[config.mk]
export PLATFORM = sky130hd
export DESIGN_NAME = irq_stack_sequencer
export DESIGN_NICKNAME = d
export VERILOG_FILES = /design/src/rtl/tinymos6502_pkg.sv /design/src/rtl/irq_priority_enc.sv /design/src/rtl/irq_stack_sequencer.sv
export SDC_FILE = /design/constraint.sdc
export NUM_CORES = 1
export LEC_CHECK = 0
export CAP_MARGIN = 20
export CORE_ASPECT_RATIO = 1.2
export CORE_MARGIN = 4
export CORE_UTILIZATION = 37
export DETAILED_ROUTE_END_ITERATION = 8
export GPL_TIMING_DRIVEN = 0
export PLACE_DENSITY = 0.81
export SKIP_LAST_GASP = 1
export SYNTH_ARGS = -nofsm -noshare
export SYNTH_HDL_FRONTEND = slang
export SYNTH_HIERARCHICAL = 1
export SYNTH_SLANG_ARGS = --single-unit
[constraint.sdc]
create_clock -name clk_i -period 1.8 [get_ports clk_i]
set_input_delay 0.54 -clock clk_i [delete_from_list [all_inputs] [get_ports clk_i]]
set_output_delay 0.54 -clock clk_i [all_outputs]
set_load 0.1 [all_outputs]
[src/rtl/tinymos6502_pkg.sv]
// rtl/tinymos6502_pkg.sv - shared states, vectors and PSR bit positions for the tinymos6502 interrupt sequencer
package tinymos6502_pkg;

   typedef enum logic [2:0] {
      S_IDLE,
      S_PUSH_PCH,
      S_PUSH_PCL,
      S_PUSH_P,
      S_VEC_LO,
      S_VEC_HI,
      S_LOAD_PC
   } seq_state_e;

   typedef enum logic [1:0] {
      K_RESET,
      K_NMI,
      K_BRK,
      K_IRQ
   } entry_kind_e;

   localparam logic [15:0] NMI_VEC = 16'hFFFA;
   localparam logic [15:0] RST_VEC = 16'hFFFC;
   localparam logic [15:0] IRQ_VEC = 16'hFFFE;

   localparam int PSR_B = 4;
   localparam int PSR_U = 5;

   // Channel 0 shares the legacy IRQ/BRK vector; higher channels are vectored off a base.
   function automatic logic [15:0] irq_vector(input logic [15:0] base, input logic [7:0] k);
      if (k == 8'd0) begin
         return IRQ_VEC;
      end
      return base + {7'd0, k, 1'b0};
   endfunction

endpackage

[src/rtl/irq_priority_enc.sv]
// rtl/irq_priority_enc.sv - masked, I-flag gated, lowest-index-wins IRQ priority encoder
module irq_priority_enc
   import tinymos6502_pkg::*;
#(
   parameter int NUM_IRQ = 4,
   parameter int IDX_W   = (NUM_IRQ > 1) ? $clog2(NUM_IRQ) : 1
) (
   input  logic [NUM_IRQ-1:0] irq_i,
   input  logic [NUM_IRQ-1:0] mask_i,
   input  logic               i_flag_i,
   output logic               valid_o,
   output logic [IDX_W-1:0]   idx_o
);

   logic [NUM_IRQ-1:0] req;

   assign req = irq_i & mask_i & {NUM_IRQ{~i_flag_i}};

   // Scan from the top down so the lowest active index is the last one written.
   always_comb begin
      valid_o = 1'b0;
      idx_o   = '0;
      for (int k = NUM_IRQ - 1; k >= 0; k--) begin
         if (req[k]) begin
            valid_o = 1'b1;
            idx_o   = IDX_W'(k);
         end
      end
   end

endmodule

[src/rtl/irq_stack_sequencer.sv]
// rtl/irq_stack_sequencer.sv - reset/NMI/BRK/IRQ entry sequencer; TINYMOS6502_NMI_HIJACK_EN enables late-NMI vector hijack
module irq_stack_sequencer
   import tinymos6502_pkg::*;
#(
   parameter int          DATA_WIDTH = 8,
   parameter int          ADDR_WIDTH = 16,
   parameter int          NUM_IRQ    = 4,
   parameter logic [7:0]  STACK_PAGE = 8'h01,
   parameter logic [15:0] VEC_BASE   = 16'hFFE0,
   localparam int         ID_W       = $clog2(NUM_IRQ) + 1,
   localparam int         IDX_W      = (NUM_IRQ > 1) ? $clog2(NUM_IRQ) : 1
) (
   input  logic                  clk_i,
   input  logic                  rst_ni,
   input  logic                  rdy_i,
   input  logic                  nmi_i,
   input  logic [NUM_IRQ-1:0]    irq_i,
   input  logic [NUM_IRQ-1:0]    irq_mask_i,
   input  logic                  i_flag_i,
   input  logic                  brk_req_i,
   input  logic                  insn_boundary_i,
   input  logic [ADDR_WIDTH-1:0] pc_in_i,
   input  logic [7:0]            psr_in_i,
   input  logic [7:0]            sp_in_i,
   input  logic [DATA_WIDTH-1:0] data_in_i,
   output logic [ADDR_WIDTH-1:0] address_o,
   output logic [DATA_WIDTH-1:0] data_out_o,
   output logic                  rw_o,
   output logic                  busy_o,
   output logic [ADDR_WIDTH-1:0] pc_out_o,
   output logic                  pc_we_o,
   output logic [7:0]            sp_out_o,
   output logic                  sp_we_o,
   output logic                  set_i_o,
   output logic [ID_W-1:0]       irq_id_o
);

   seq_state_e  state_q, state_d;
   entry_kind_e kind_q, kind_d;
   logic [15:0] vec_q, vec_d;
   logic [7:0]  sp_q, sp_d;
   logic [7:0]  lo_q, lo_d;
   logic [7:0]  hi_q, hi_d;
   logic [ID_W-1:0] id_q, id_d;
   logic        nmi_prev_q;
   logic        nmi_pend_q, nmi_pend_d;

   logic             enc_valid;
   logic [IDX_W-1:0] enc_idx;
   logic             nmi_edge, nmi_req;
   logic [15:0]      pc16;
   logic [7:0]       psr_push;

   irq_priority_enc #(
      .NUM_IRQ (NUM_IRQ),
      .IDX_W   (IDX_W)
   ) u_prio (
      .irq_i    (irq_i),
      .mask_i   (irq_mask_i),
      .i_flag_i (i_flag_i),
      .valid_o  (enc_valid),
      .idx_o    (enc_idx)
   );

   assign nmi_edge = nmi_i & ~nmi_prev_q;
   assign nmi_req  = nmi_pend_q | nmi_edge;
   assign pc16     = 16'(pc_in_i);

   always_comb begin
      psr_push        = psr_in_i;
      psr_push[PSR_U] = 1'b1;
      psr_push[PSR_B] = (kind_q == K_BRK);
   end

   always_comb begin
      state_d    = state_q;
      kind_d     = kind_q;
      vec_d      = vec_q;
      sp_d       = sp_q;
      lo_d       = lo_q;
      hi_d       = hi_q;
      id_d       = id_q;
      nmi_pend_d = nmi_req;
      if (rdy_i) begin
         case (state_q)
            S_IDLE: begin
               if (insn_boundary_i) begin
                  if (nmi_req) begin
                     kind_d     = K_NMI;
                     vec_d      = NMI_VEC;
                     id_d       = '0;
                     nmi_pend_d = 1'b0;
                     sp_d       = sp_in_i;
                     state_d    = S_PUSH_PCH;
                  end else if (brk_req_i) begin
                     kind_d  = K_BRK;
                     vec_d   = IRQ_VEC;
                     id_d    = '0;
                     sp_d    = sp_in_i;
                     state_d = S_PUSH_PCH;
                  end else if (enc_valid) begin
                     kind_d  = K_IRQ;
                     vec_d   = irq_vector(VEC_BASE, 8'(enc_idx));
                     id_d    = ID_W'(enc_idx) + ID_W'(1);
                     sp_d    = sp_in_i;
                     state_d = S_PUSH_PCH;
                  end
               end
            end
            S_PUSH_PCH, S_PUSH_PCL, S_PUSH_P: begin
               sp_d = sp_q - 8'd1;
               if (state_q == S_PUSH_PCH) begin
                  state_d = S_PUSH_PCL;
               end else if (state_q == S_PUSH_PCL) begin
                  state_d = S_PUSH_P;
               end else begin
                  state_d = S_VEC_LO;
               end
`ifdef TINYMOS6502_NMI_HIJACK_EN
               // Kind is left alone so the pushed B bit still reflects the original entry.
               if (nmi_req && (kind_q != K_NMI) && (vec_q != NMI_VEC)) begin
                  vec_d      = NMI_VEC;
                  id_d       = '0;
                  nmi_pend_d = 1'b0;
               end
`endif
            end
            S_VEC_LO: begin
               lo_d    = data_in_i[7:0];
               state_d = S_VEC_HI;
            end
            S_VEC_HI: begin
               hi_d    = data_in_i[7:0];
               state_d = S_LOAD_PC;
            end
            S_LOAD_PC: begin
               state_d = S_IDLE;
            end
            default: begin
               state_d = S_IDLE;
            end
         endcase
      end
   end

   // The NMI edge detector keeps running during RDY stalls so a short pulse is never lost.
   always_ff @(posedge clk_i or negedge rst_ni) begin
      if (!rst_ni) begin
         nmi_prev_q <= 1'b0;
         nmi_pend_q <= 1'b0;
      end else begin
         nmi_prev_q <= nmi_i;
         nmi_pend_q <= nmi_pend_d;
      end
   end

   always_ff @(posedge clk_i or negedge rst_ni) begin
      if (!rst_ni) begin
         state_q <= S_VEC_LO;
         kind_q  <= K_RESET;
         vec_q   <= RST_VEC;
         sp_q    <= 8'd0;
         lo_q    <= 8'd0;
         hi_q    <= 8'd0;
         id_q    <= '0;
      end else begin
         state_q <= state_d;
         kind_q  <= kind_d;
         vec_q   <= vec_d;
         sp_q    <= sp_d;
         lo_q    <= lo_d;
         hi_q    <= hi_d;
         id_q    <= id_d;
      end
   end

   always_comb begin
      busy_o     = (state_q != S_IDLE);
      rw_o       = 1'b1;
      address_o  = '0;
      data_out_o = '0;
      pc_out_o   = '0;
      pc_we_o    = 1'b0;
      sp_out_o   = 8'd0;
      sp_we_o    = 1'b0;
      set_i_o    = 1'b0;
      case (state_q)
         S_PUSH_PCH: begin
            rw_o       = 1'b0;
            address_o  = ADDR_WIDTH'({STACK_PAGE, sp_q});
            data_out_o = DATA_WIDTH'(pc16[15:8]);
         end
         S_PUSH_PCL: begin
            rw_o       = 1'b0;
            address_o  = ADDR_WIDTH'({STACK_PAGE, sp_q});
            data_out_o = DATA_WIDTH'(pc16[7:0]);
         end
         S_PUSH_P: begin
            rw_o       = 1'b0;
            address_o  = ADDR_WIDTH'({STACK_PAGE, sp_q});
            data_out_o = DATA_WIDTH'(psr_push);
         end
         S_VEC_LO: address_o = ADDR_WIDTH'(vec_q);
         S_VEC_HI: address_o = ADDR_WIDTH'(vec_q + 16'd1);
         S_LOAD_PC: begin
            pc_out_o = ADDR_WIDTH'({hi_q, lo_q});
            pc_we_o  = 1'b1;
            set_i_o  = 1'b1;
            sp_out_o = sp_q;
            sp_we_o  = (kind_q != K_RESET);
         end
         default: ;
      endcase
   end

   assign irq_id_o = id_q;

endmodule

==> flow_summary.yaml <==
die:
  num_rows: 31
  fp.dieW_um: 80.8
  dieArea_mm2: 0.00771
  io_pins: 111
  start_util_pct: 38.6
  core_area_mm2: 0.00609
  chipHeight_um: 95.4
route:
  routed_wl_um: 13400
  drc: 0
  wire_per_inst_um: 26.3
  first_pass_iters: 5
  drtIter0Drc: 202
  via_per_inst: 5.97
  ant_nets: 0
  vias: 3040
critical_path:
  cpMaxStageDelayCell: "dfstp_2"
  cp_max_fo: 6
  reg2regPathDepth: 8
  worstPathRequired_ns: 1.26
  end_kind: "primary output"
  critPathLaunchType: "flip-flop"
  cp_common_cell: "buf_12"
  critPathKind: "reg2out"
  crit_arrival_ns: 1.88
  crit_chain: "buf_6, nand2_8, nor2_4, buf_12, buf_8, and2_4, buf_12"
  critPathMaxStageDelay_ns: 0.60
synth:
  synth-seq-cells: 37
  ys_warn_count: 6
  seq_area_frac_synth_pct: 39.5
  avgSynthCellArea_um2: 9.34
  synth_cell_types: 49
  yosysTopAreaCell: "dfrtp_1"
  netlist_area_mm2: 0.00235
  syn-num-nets: 312
  ys.flop_type: "dfrtp_1"
  async_flop_share_pct: 100
  synth_edf_count: 0
  syn_inst: 252
  yosys-top-cells-area: "dfrtp_1 (36%), mux2_2 (11%), and2_1 (6.1%)"
  synth_top_area_share_pct: 36.2
clocking:
  clockBufferDepth: 2
  cts.sinks: 37
  cts.root.buffer_cell: "clkbuf_8"
  numCtsBuffers: 5
  cts_hold_buf: 0
  clk_pin_slew_worst_paths_ns: 0.09
  clk_latency_ns: 0.31
  cts_tree: "built"
  htreeDepth: 2
place:
  port_buffers: 108
  post-dp-hpwl_um: 5570
  place_congestion: 0.871
timing:
  finalClockSkew_ns: 0.0241
  period_needed_ns: 2.42
  maxSlewViolCount: 0
  finalCritPeriodShare_pct: 135
  worst_pin_slew_ns: 0.895
  rsz0062_at_grt: "yes"
  finalHoldViolCount: 0
  finalWorstSetupSlack_ns: -0.622
  timing.fmax_mhz: 413
  setup_viol: 86
  relSlewSlack_pct: 40.3
global_route:
  grt_pass1_vias: 2882
  grt_remaining_overflow: 0
  grt.total_usage_pct: 28.0
  grt_pass1_wl_um: 16100
  antenna_found_initial: 0
  grt_max_degree: 38
final_layout:
  syn_to_final_growth_pct: 126
  n_antenna_cell: 0
  fin_util_pct: 87.3
  nNetsFinal: 487
  drive_above_1_share_pct: 60.7
worst_hold_path:
  hold_class: "in2async"
run_status:
  violations: "setup timing"
  status: "finished, violations left"
flow_run:
  drv_cap: 0
## critical path: cells and delay by family, from the launching register on
kind | cells | cell delay, ns
buffers and inverters | 4 | 0.61
DFF | 1 | 0.60
and+or+nand+nor | 3 | 0.35
## layout by cell type, fill, tap and decap left out, drive strengths merged, types with 3 or more instances in the layout
cell type and instances:
a21oi 8, nor2 20, nor3 4, clkdlybuf4s15 7
ha 5, o21a 5, a22oi 9, nand2 23
mux2 23, or2 4, clkdlybuf4s50 40, nor2b 5
dfstp 3, nand3 4, and2 24, a31oi 3
a22o 3, clkbuf 10, o21ai 17, dfrtp 34
dlygate4sd2 3, buf 138, inv 5, o22a 4
## path summary, 6_finish.rpt
kind | slack, ns | startpoint | end
min in group clk_i | 0.50 | vec_q[3] | vec_q[3]
max in group asynchronous | 0.84 | rst_ni | sp_q[0]
min | 0.34 | rst_ni | sp_q[3]
max reg2reg | -0.22 | state_q[2] | hi_q[7]
max | -0.62 | state_q[2] | sp_out_o[6]
min reg2reg | 0.50 | vec_q[3] | vec_q[3]
## cells by family after synthesis
logic type / synth area share (%)
buffers and inverters: 6.33
AO/OA/AOI/OAI: 19.0
AND/OR/NAND/NOR: 21.1
multiplexers: 11.4
flip-flops: 39.5
adder cells (fa/ha/maj): 2.66
## flip-flops by register name (all words and copies together) (netlist names)
register    count
lo_q            8
sp_q            8
state_q         3
vec_q           3
hi_q            8
irq_id_o        3
kind_q          2
nmi_pend_q      1
nmi_prev_q      1
## Yosys cell counts, types with 2 or more instances
library cell  count
nor2_1           20
a21oi_1           8
and2_1           23
nand3_1           4
o21ai_0          16
nand2_1          23
a22o_1            2
nand2b_1          2
a21o_1            2
ha_1              5
nor3b_2           2
o31ai_1           2
a22oi_1           8
a31oi_1           3
nor2b_1           5
buf_4             8
dfstp_2           3
o22a_1            4
or3_1             2
or2_1             2
o21a_1            5
buf_2             8
nor3_1            4
inv_1             5
mux2_2           23
clkbuf_1          6
o41ai_1           2
dfrtp_1          34
## routing by layer
layer / GRT usage [%] / wire [um] / vias up
li1: - / - / 1229
met1: 31.0 / 4540 / 1482
met2: 50.5 / 6700 / 243
met3: 5.20 / 1070 / 86
met4: 13.8 / 1100 / 0
met5: 0 / 0 / -
## per-stage QoR
step	hold WS, ns	setup WS, ns	setup TNS, ns	std cells	instance area [um^2]
after floorplan	0.244	-0.506	-15.10	252	2740
after global placement	0.464	-1.68	-110.12	442	3920
after detailed placement	0.464	-1.72	-87.57	442	3920
after CTS	0.385	-0.523	-24.50	486	4920
after global routing	0.399	-0.641	-34.56	509	5320
final	0.343	-0.622	-33.42	509	5320
## what timing repair did
| action | CTS | global route |
|---|---|---|
| setup endpoints to repair | 89 | 78 |
| resized for setup | 538 | 66 |
| gates cloned | 4 | 3 |
| pin swaps | 29 | 14 |
| setup buffers | 34 | 24 |
## area by class of cell
cell class	count	area, um^2
Buffer	21	258
Tap cell	82	103
Sequential cell	37	932
Fill cell	262	771
Clock buffer	7	86.3
Timing Repair Buffer	170	2180
Multi-Input combinational cell	186	1730
Inverter	6	37.5
Power is left out: the tool's default activity adds up to more than one toggle a clock period on the data nets, which glitch-free logic cannot reach.
